`src/rtl/boxcar_yc_separator.sv`:
```
// Runtime-configurable boxcar luma/chroma separator: running-sum moving average
// (luma) and centre-minus-average (chroma). Optional macro BOXCAR_ROUND_EN rounds luma half up.
module boxcar_yc_separator #(
  parameter int DATA_WIDTH    = 12,
  parameter int MAX_TAPS      = 32,
  parameter int FRAC_BITS     = 16,
  parameter int DEFAULT_TAPS  = 21,
  parameter int DEFAULT_RECIP = 3121
) (
  input  logic                           clk,
  input  logic                           rst,
  input  logic                           cfg_load,
  input  logic [$clog2(MAX_TAPS+1)-1:0]  cfg_taps,
  input  logic [FRAC_BITS:0]             cfg_recip,
  input  logic                           in_valid,
  input  logic signed [DATA_WIDTH-1:0]   in_data,
  output logic                           out_valid,
  output logic signed [DATA_WIDTH-1:0]   luma_out,
  output logic signed [DATA_WIDTH-1:0]   chroma_out,
  output logic                           filling
);
  localparam int TW = $clog2(MAX_TAPS+1);
  localparam int IW = (MAX_TAPS > 1) ? $clog2(MAX_TAPS) : 1;
  localparam int AW = DATA_WIDTH + $clog2(MAX_TAPS) + 1;
  localparam int PW = AW + FRAC_BITS + 2;
  localparam int SW = PW - FRAC_BITS;
  localparam logic signed [SW-1:0] L_MAX = SW'((2**(DATA_WIDTH-1)) - 1);
  localparam logic signed [SW-1:0] L_MIN = SW'(-(2**(DATA_WIDTH-1)));

  typedef enum logic {FILL, RUN} state_t;

  state_t                       state;
  logic [TW-1:0]                n, cnt, cnt_next, taps_clamped;
  logic [FRAC_BITS:0]           recip;
  logic signed [AW-1:0]         acc, old, x_ext;
  logic                         vld_s1;
  logic signed [DATA_WIDTH-1:0] dly [MAX_TAPS];
  logic signed [DATA_WIDTH-1:0] dly_old, centre;
  logic [IW-1:0]                old_idx, ctr_idx;

  // Delay line is deliberately unreset; the fill count masks stale contents.
  always_ff @(posedge clk) begin
    if (in_valid) begin
      dly[0] <= in_data;
      for (int i = 1; i < MAX_TAPS; i++) dly[i] <= dly[i-1];
    end
  end

  always_comb begin
    taps_clamped = cfg_taps;
    if (cfg_taps == '0) taps_clamped = TW'(1);
    else if (cfg_taps > TW'(MAX_TAPS)) taps_clamped = TW'(MAX_TAPS);
  end

  assign old_idx  = IW'(n - 1'b1);
  assign ctr_idx  = IW'((n - 1'b1) >> 1);
  assign dly_old  = dly[old_idx];
  assign centre   = dly[ctr_idx];
  assign x_ext    = {{(AW-DATA_WIDTH){in_data[DATA_WIDTH-1]}}, in_data};
  assign old      = (state == RUN) ? {{(AW-DATA_WIDTH){dly_old[DATA_WIDTH-1]}}, dly_old} : '0;
  assign cnt_next = (cnt < n) ? cnt + 1'b1 : n;
  assign filling  = (state == FILL);

  // Stage 1: running sum, fill tracking, window state.
  always_ff @(posedge clk or posedge rst) begin
    if (rst) begin
      state  <= FILL;
      n      <= TW'(DEFAULT_TAPS);
      recip  <= (FRAC_BITS+1)'(DEFAULT_RECIP);
      acc    <= '0;
      cnt    <= '0;
      vld_s1 <= 1'b0;
    end else if (cfg_load) begin
      // A sample arriving with the load opens the new window.
      n      <= taps_clamped;
      recip  <= cfg_recip;
      acc    <= in_valid ? x_ext : '0;
      cnt    <= in_valid ? TW'(1) : '0;
      vld_s1 <= in_valid && (taps_clamped == TW'(1));
      state  <= (in_valid && (taps_clamped == TW'(1))) ? RUN : FILL;
    end else if (in_valid) begin
      acc    <= acc + x_ext - old;
      cnt    <= cnt_next;
      vld_s1 <= (cnt_next == n);
      if (cnt_next == n) state <= RUN;
    end else begin
      vld_s1 <= 1'b0;
    end
  end

  logic signed [PW-1:0]         acc_p, recip_p, prod, prod_r;
  logic signed [SW-1:0]         lwide;
  logic signed [DATA_WIDTH-1:0] luma_sat, chroma_sat;
  logic signed [DATA_WIDTH:0]   cwide;

  assign acc_p   = {{(PW-AW){acc[AW-1]}}, acc};
  assign recip_p = {{(PW-FRAC_BITS-1){1'b0}}, recip};
  assign prod    = acc_p * recip_p;
`ifdef BOXCAR_ROUND_EN
  assign prod_r  = prod + (PW'(1) <<< (FRAC_BITS-1));
`else
  assign prod_r  = prod;
`endif
  // Dropping the fraction bits is the floor arithmetic shift.
  assign lwide   = prod_r[PW-1:FRAC_BITS];

  always_comb begin
    if (lwide > L_MAX)      luma_sat = {1'b0, {(DATA_WIDTH-1){1'b1}}};
    else if (lwide < L_MIN) luma_sat = {1'b1, {(DATA_WIDTH-1){1'b0}}};
    else                    luma_sat = lwide[DATA_WIDTH-1:0];
  end

  assign cwide = {centre[DATA_WIDTH-1], centre} - {luma_sat[DATA_WIDTH-1], luma_sat};

  always_comb begin
    if (cwide[DATA_WIDTH] != cwide[DATA_WIDTH-1])
      chroma_sat = cwide[DATA_WIDTH] ? {1'b1, {(DATA_WIDTH-1){1'b0}}}
                                     : {1'b0, {(DATA_WIDTH-1){1'b1}}};
    else
      chroma_sat = cwide[DATA_WIDTH-1:0];
  end

  // Stage 2: registered, held outputs.
  always_ff @(posedge clk or posedge rst) begin
    if (rst) begin
      out_valid  <= 1'b0;
      luma_out   <= '0;
      chroma_out <= '0;
    end else begin
      out_valid <= vld_s1;
      if (vld_s1) begin
        luma_out   <= luma_sat;
        chroma_out <= chroma_sat;
      end
    end
  end
endmodule

```
`config.mk`:
```
export PLATFORM = sky130hd
export DESIGN_NAME = boxcar_yc_separator
export DESIGN_NICKNAME = d
export VERILOG_FILES = /design/src/rtl/boxcar_yc_separator.sv
export SDC_FILE = /design/constraint.sdc
export NUM_CORES = 2
export LEC_CHECK = 0
export CAP_MARGIN = 0
export CORE_MARGIN = 10
export CORE_UTILIZATION = 40
export CTS_CLUSTER_DIAMETER = 30
export DETAILED_ROUTE_END_ITERATION = 7
export HOLD_SLACK_MARGIN = 0.05
export PLACE_DENSITY = 0.59
export REMOVE_ABC_BUFFERS = 1
export SKIP_LAST_GASP = 1
export SLEW_MARGIN = 20
export SYNTH_ARGS = -nofsm -noshare
export SYNTH_HDL_FRONTEND = slang
export SYNTH_SLANG_ARGS = --single-unit
```
`constraint.sdc`:
```
create_clock -name clk -period 13.8 [get_ports clk]
set_clock_uncertainty 0.15 [all_clocks]
set_input_delay 4.14 -clock clk [delete_from_list [all_inputs] [get_ports clk]]
set_output_delay 4.14 -clock clk [all_outputs]
set_load 0.01 [all_outputs]
```
======== After elaboration in Yosys (flattened, before gate mapping) ========
Memory sizes are Yosys's and may differ from the RTL's.
Index checks and enable logic that the tools add are counted.
W data, S select, Z words.
storage, ports and cells
  word-level logic and storage cells ...... 51
  memory bits (writable) .................. 384
  register bits ........................... 74
  output and inout port bits .............. 26
  memories kept ........................... 1
memory list
  name  depth  width  read ports  clocked after Yosys merged registers in  write ports  RTL line  source
  dly   32     12     33          0                                        32           37        logic signed [DATA_WIDTH-1:0] dly [MAX_TAPS];
operators by class
  bitwise gates (word level) .............. 1
  reduce and logical (&&, ||, !) cells .... 5
  multipliers ............................. 1
  magnitude comparators ................... 4
  multiplexer cells ....................... 22
  equality and inequality tests ........... 3
  add/subtract/negate cells ............... 5
operator list
  operator                count
  $mux W18                4
  $mux W12                4
  $mul A18 B18 Y36        1
  $mux W6                 5
  $gt A20 B12 Y1 const B  1
  $lt A20 B12 Y1 const B  1
  $add A18 B12 Y18        1
  $sub A18 B18 Y18        1
  $sub A12 B12 Y13        1
  $mux W1                 9
  $add A6 B1 Y6 const B   1
  $eq A6 B1 Y1 const B    1
  $eq A6 B6 Y1            1
  $gt A6 B6 Y1 const B    1
  $logic_not A6 Y1        1
  $lt A6 B6 Y1            1
  $sub A6 B1 Y6 const B   1
  $reduce_bool A2 Y1      2
  $reduce_and A2 Y1       1
  $logic_and A1 B1 Y1     1
  $ne A1 B1 Y1            1
  $not A1 Y1              1

======== Logic depth before layout (Yosys ltp) ========
  depth after elaboration ................. 7
  gate-level depth with buffers ........... 40

======== Worst setup path before layout ========
Ideal clock, no wire load.
  kind .................................... register to register
  from .................................... reg recip[11]
  to ...................................... reg chroma_out[5]
  slack ................................... 4.673 ns
  clock period less this slack ............ 9.127 ns
  stages on the path, launching flop included .. 38
  buffers on the path ..................... 3
  arrival ................................. 8.895 ns
  cells stage by stage .................... dfstp_2 clkbuf_1 buf_1 nand2_1 fa_1 inv_1 fa_1 inv_1 fa_1 inv_1 fa_1 fa_1 inv_1 fa_1 inv_1 ha_1 a21oi_1 o21ai_1 [2 not listed] o31ai_1 a21o_2 nor3b_1 a31oi_1 a21o_2 ha_1 fa_1 nor2b_1 o21ai_0 a21boi_0 o21ai_0 a21oi_1 a31oi_1 nand2b_1 a31oi_1 clkbuf_1 nand2_1 a31oi_1
between the ends
  word-level cells in the longest chain between the ends .. 7
  elaborated cells between the ends (all ways) .. 9
  classes of those cells .................. add/sub: 1; mul: 1; order compare: 2; eq/ne: 1; mux: 4
ends and longest elaborated chain
  item                                      RTL line  source
  start, declared                           34        logic [FRAC_BITS:0] recip;
  start signal, assigned                    69        recip <= (FRAC_BITS+1)'(DEFAULT_RECIP);
  start signal, assigned                    76        recip <= cfg_recip;
  $mul A18 B18 Y36 (*)                      98        assign prod = acc_p * recip_p;
  $lt A20 B12 Y1                            109       else if (lwide < L_MIN) luma_sat = {1'b1, {(DATA_WIDTH-1){1'b0}}};
  $mux W12                                  109
  $mux W12 (*)                              108       if (lwide > L_MAX) luma_sat = {1'b0, {(DATA_WIDTH-1){1'b1}}};
  via luma_sat[0]                           93        logic signed [DATA_WIDTH-1:0] luma_sat, chroma_sat;
  $sub A12 B12 Y13 (*)                      113       assign cwide = {centre[DATA_WIDTH-1], centre} - {luma_sat[DATA_WIDTH-1], luma_sat};
  $mux W12 or $ne A1 B1 Y1 (tied branches)  117, 116
  $mux W12 (*)                              116       if (cwide[DATA_WIDTH] != cwide[DATA_WIDTH-1])
  end signal, assigned                      133       chroma_out <= chroma_sat;
  end, declared                             19        output logic signed [DATA_WIDTH-1:0] chroma_out,
Mark *: on every way through the listed nets, which the timed path passes. The rest lies on a longest branch.
A chain may end at the register's enable or synchronous reset.

======== Worst setup path in the final report ========
  from .................................... reg recip[3]
  to ...................................... reg chroma_out[7]
The elaborated chain is that of the path after synthesis.

==> results by group <==
Status
  – Status: finished, final reports clean

Setup path
  – Crit path from: recip[3]
  – CP Max Fanout: 19
  – FF-to-FF Start: recip[3]
  – CP Launch Type: register
  – Buffers and inverters on the worst path: 4
  – Worst setup EP type: register
  – Cell mode on critical path: fa_1
  – CP peak stage delay: 0.62 ns
  – CP arrival: between 10 and 15 ns
  – Slowest cell on the critical path: a31oi_2
  – Crit path kind: reg2reg
  – CP top delay family: adder cells
  – Worst endpoint required time: between 10 and 15 ns

Synth
  – Top cells by area, synth: edfxtp_1 33%, fa_1 19%, mux4_2 16%
  – Top-count cell post-synth: inv_1
  – Post-synthesis area per instance: around 13 sq um
  – Netlist Area Pre-Place: about 35000 sq um
  – Ys async rst share: between 10% and 20%
  – Number of synthesized flops with an enable pin: about 380
  – Area leader, netlist: edfxtp_1
  – Share of the synthesized area in the top cell type: 33.4%
  – Cell count after synthesis: 2653
  – Register area share after synthesis: around two fifths
  – Number of distinct library cells after synthesis: 72
  – Main flop type after synthesis: edfxtp_1
  – Commonest cells post-synth: 500 x inv_1, 384 x edfxtp_1, 327 x fa_1, 239 x mux4_2, 178 x and2_1
  – Synth Register Bits: between 400 and 500
  – Ys Warns: 0

Hold path
  – Hold path start: dly[5][10]
  – Hold WC Path Type: reg2reg

Die
  – Die area: 98400 sq um
  – Row count: 107
  – Initial cell density of the core: around two fifths
  – Chip height: approximately 310 microns
  – Top-Level Pins: 65
  – Core Area: 85400 sq um
  – Die X: approximately 310 microns

Finish
  – Area of the multi-input gates: approximately 19000 sq um
  – Layout cells sized above 1: 17.6%
  – Fin nets: between 3k and 4k
  – Area growth from synthesis to layout: 15.1%
  – Fillers: between 7k and 8k
  – Sequential standard cell area: 13400 sq um
  – Post-layout util: 46.5%
  – Ant diodes: 0

CTS
  – Worst-path clk slew: ~0.050 ns
  – Hold buffer count at CTS: 0
  – CTS Sinks: between 400 and 500
  – Setup Buffers After CTS: 0
  – Max Root-Sink Buffers: 3
  – Htree depth: 3
  – Worst-Skew Late Latency: approximately 0.66 ns
  – CTS tree: yes
  – Cells resized by post-CTS repair: 0
  – CTS Root Cell: clkbuf_16
  – CTS Buf Count: 98

Drt
  – 1st-pass router iterations: 5
  – Via count: around 21k
  – DRT Wirelength: between 70000 and 80000 microns
  – Post-route ant nets: 0
  – Vias per Instance: about 5.3
  – DRC Markers: 0
  – Routed wire per std cell: about 20 microns
  – DRT iter0 DRCs: 1785

Global routing
  – First-pass GRT wire length: 129000 microns
  – Largest net degree at the start of global routing: between 150 and 200
  – Vias in the first global route: about 23k
  – Initial antenna violation count: 3
  – GRT overflow: 0
  – Total Routing Usage GR: roughly 16%

Flow run
  – Max Cap Viol: 0

Place
  – Final Wtd Congestion: 0.833
  – Hpwl dp: ~56000 microns
  – IO buf count: between 60 and 70

STA
  – Peak Freq: about 95 MHz
  – Slew headroom: around 22%
  – Final max-slew violation count: 0
  – Minimum clock period: about 11 ns
  – Least-Margin Pin Slew: roughly 1.2 ns
  – Setup violations, final: 0
  – Final Cycle Share: between 70 and 80%
  – Number of hold violations in the final report: 0
  – Unrepaired setup endpoints after global routing: false
[metrics by stage]
stage | hold slack [ns] | instances | setup slack [ns] | area, sq um | setup TNS [ns]
final | 0.289 | 3926 | 3.28 | 39700 | 0
after global routing | 0.301 | 3926 | 2.60 | 39700 | 0
after CTS | 0.282 | 3926 | 3.15 | 39700 | 0
after detailed placement | 0.304 | 3741 | 3.19 | 36300 | 0
after global placement | 0.297 | 3741 | 3.20 | 36200 | 0
after floorplan | 0.288 | 2515 | -6.38 | 33900 | -168.38
[cells by family (layout without fill, tap and decap cells)]
family	after synthesis	count (layout)	synth area share, %
buf+inv	638	767	7.10
simple gates	535	535	7.72
flops	458	458	38.8
fa+ha+maj	453	453	23.5
mux	293	293	17.3
compound gates	219	219	4.08
xor+xnor	57	57	1.47
[state kept, by name (all words and copies together) (netlist names)]
signal / flops
chroma_out: 12
vld_s1: 1
out_valid: 1
acc: 18
dly: 384
n: 6
cnt: 6
luma_out: 12
state: 1
recip: 17
[layer usage]
metal  routed length (microns)  global-route usage (%)  up-vias
met2                     37200                    25.5      595
met3                      4770                    3.25      123
li1                          -                       -     9229
met1                     34900                    23.0    11000
met5                         0                       0        -
met4                      1780                    4.70        0
[area by class of cell]
class	count	area share [%]
multi-input combinational	1557	47.2
sequential	458	33.7
clock buffer	110	6.45
inverter	500	4.73
tap	1144	3.61
clock inverter	75	2.22
timing repair buffer	82	2.05
[path summary, 6_finish.rpt]
path / to / slack, ns / depth (start not counted)
worst max-delay path: chroma_out[7] / 3.28 / 33
max in group asynchronous: recip[15] / 8.47 / 3
worst min-delay path: dly[6][10] / 0.29 / 0
min in group asynchronous: acc[0] / 3.86 / 2
worst min register to register: dly[6][10] / 0.29 / 0
worst max register to register: chroma_out[7] / 3.28 / 33
[placed cells by master, fill, tap and decap left out, types with 25 or more instances in the layout]
| cell | n |
|---|---|
| mux2_2 | 30 |
| and2_1 | 178 |
| mux4_2 | 239 |
| clkbuf_16 | 100 |
| nor3_1 | 25 |
| inv_1 | 499 |
| edfxtp_1 | 384 |
| nor2_1 | 84 |
| ha_1 | 124 |
| clkdlybuf4s50_1 | 62 |
| o21ai_0 | 73 |
| nand2_1 | 177 |
| xnor2_1 | 37 |
| fa_1 | 327 |
| a21oi_1 | 37 |
| dfrtp_1 | 65 |
Power is left out: the tool's default activity adds up to more than one toggle a clock period on the data nets, which glitch-free logic cannot reach.
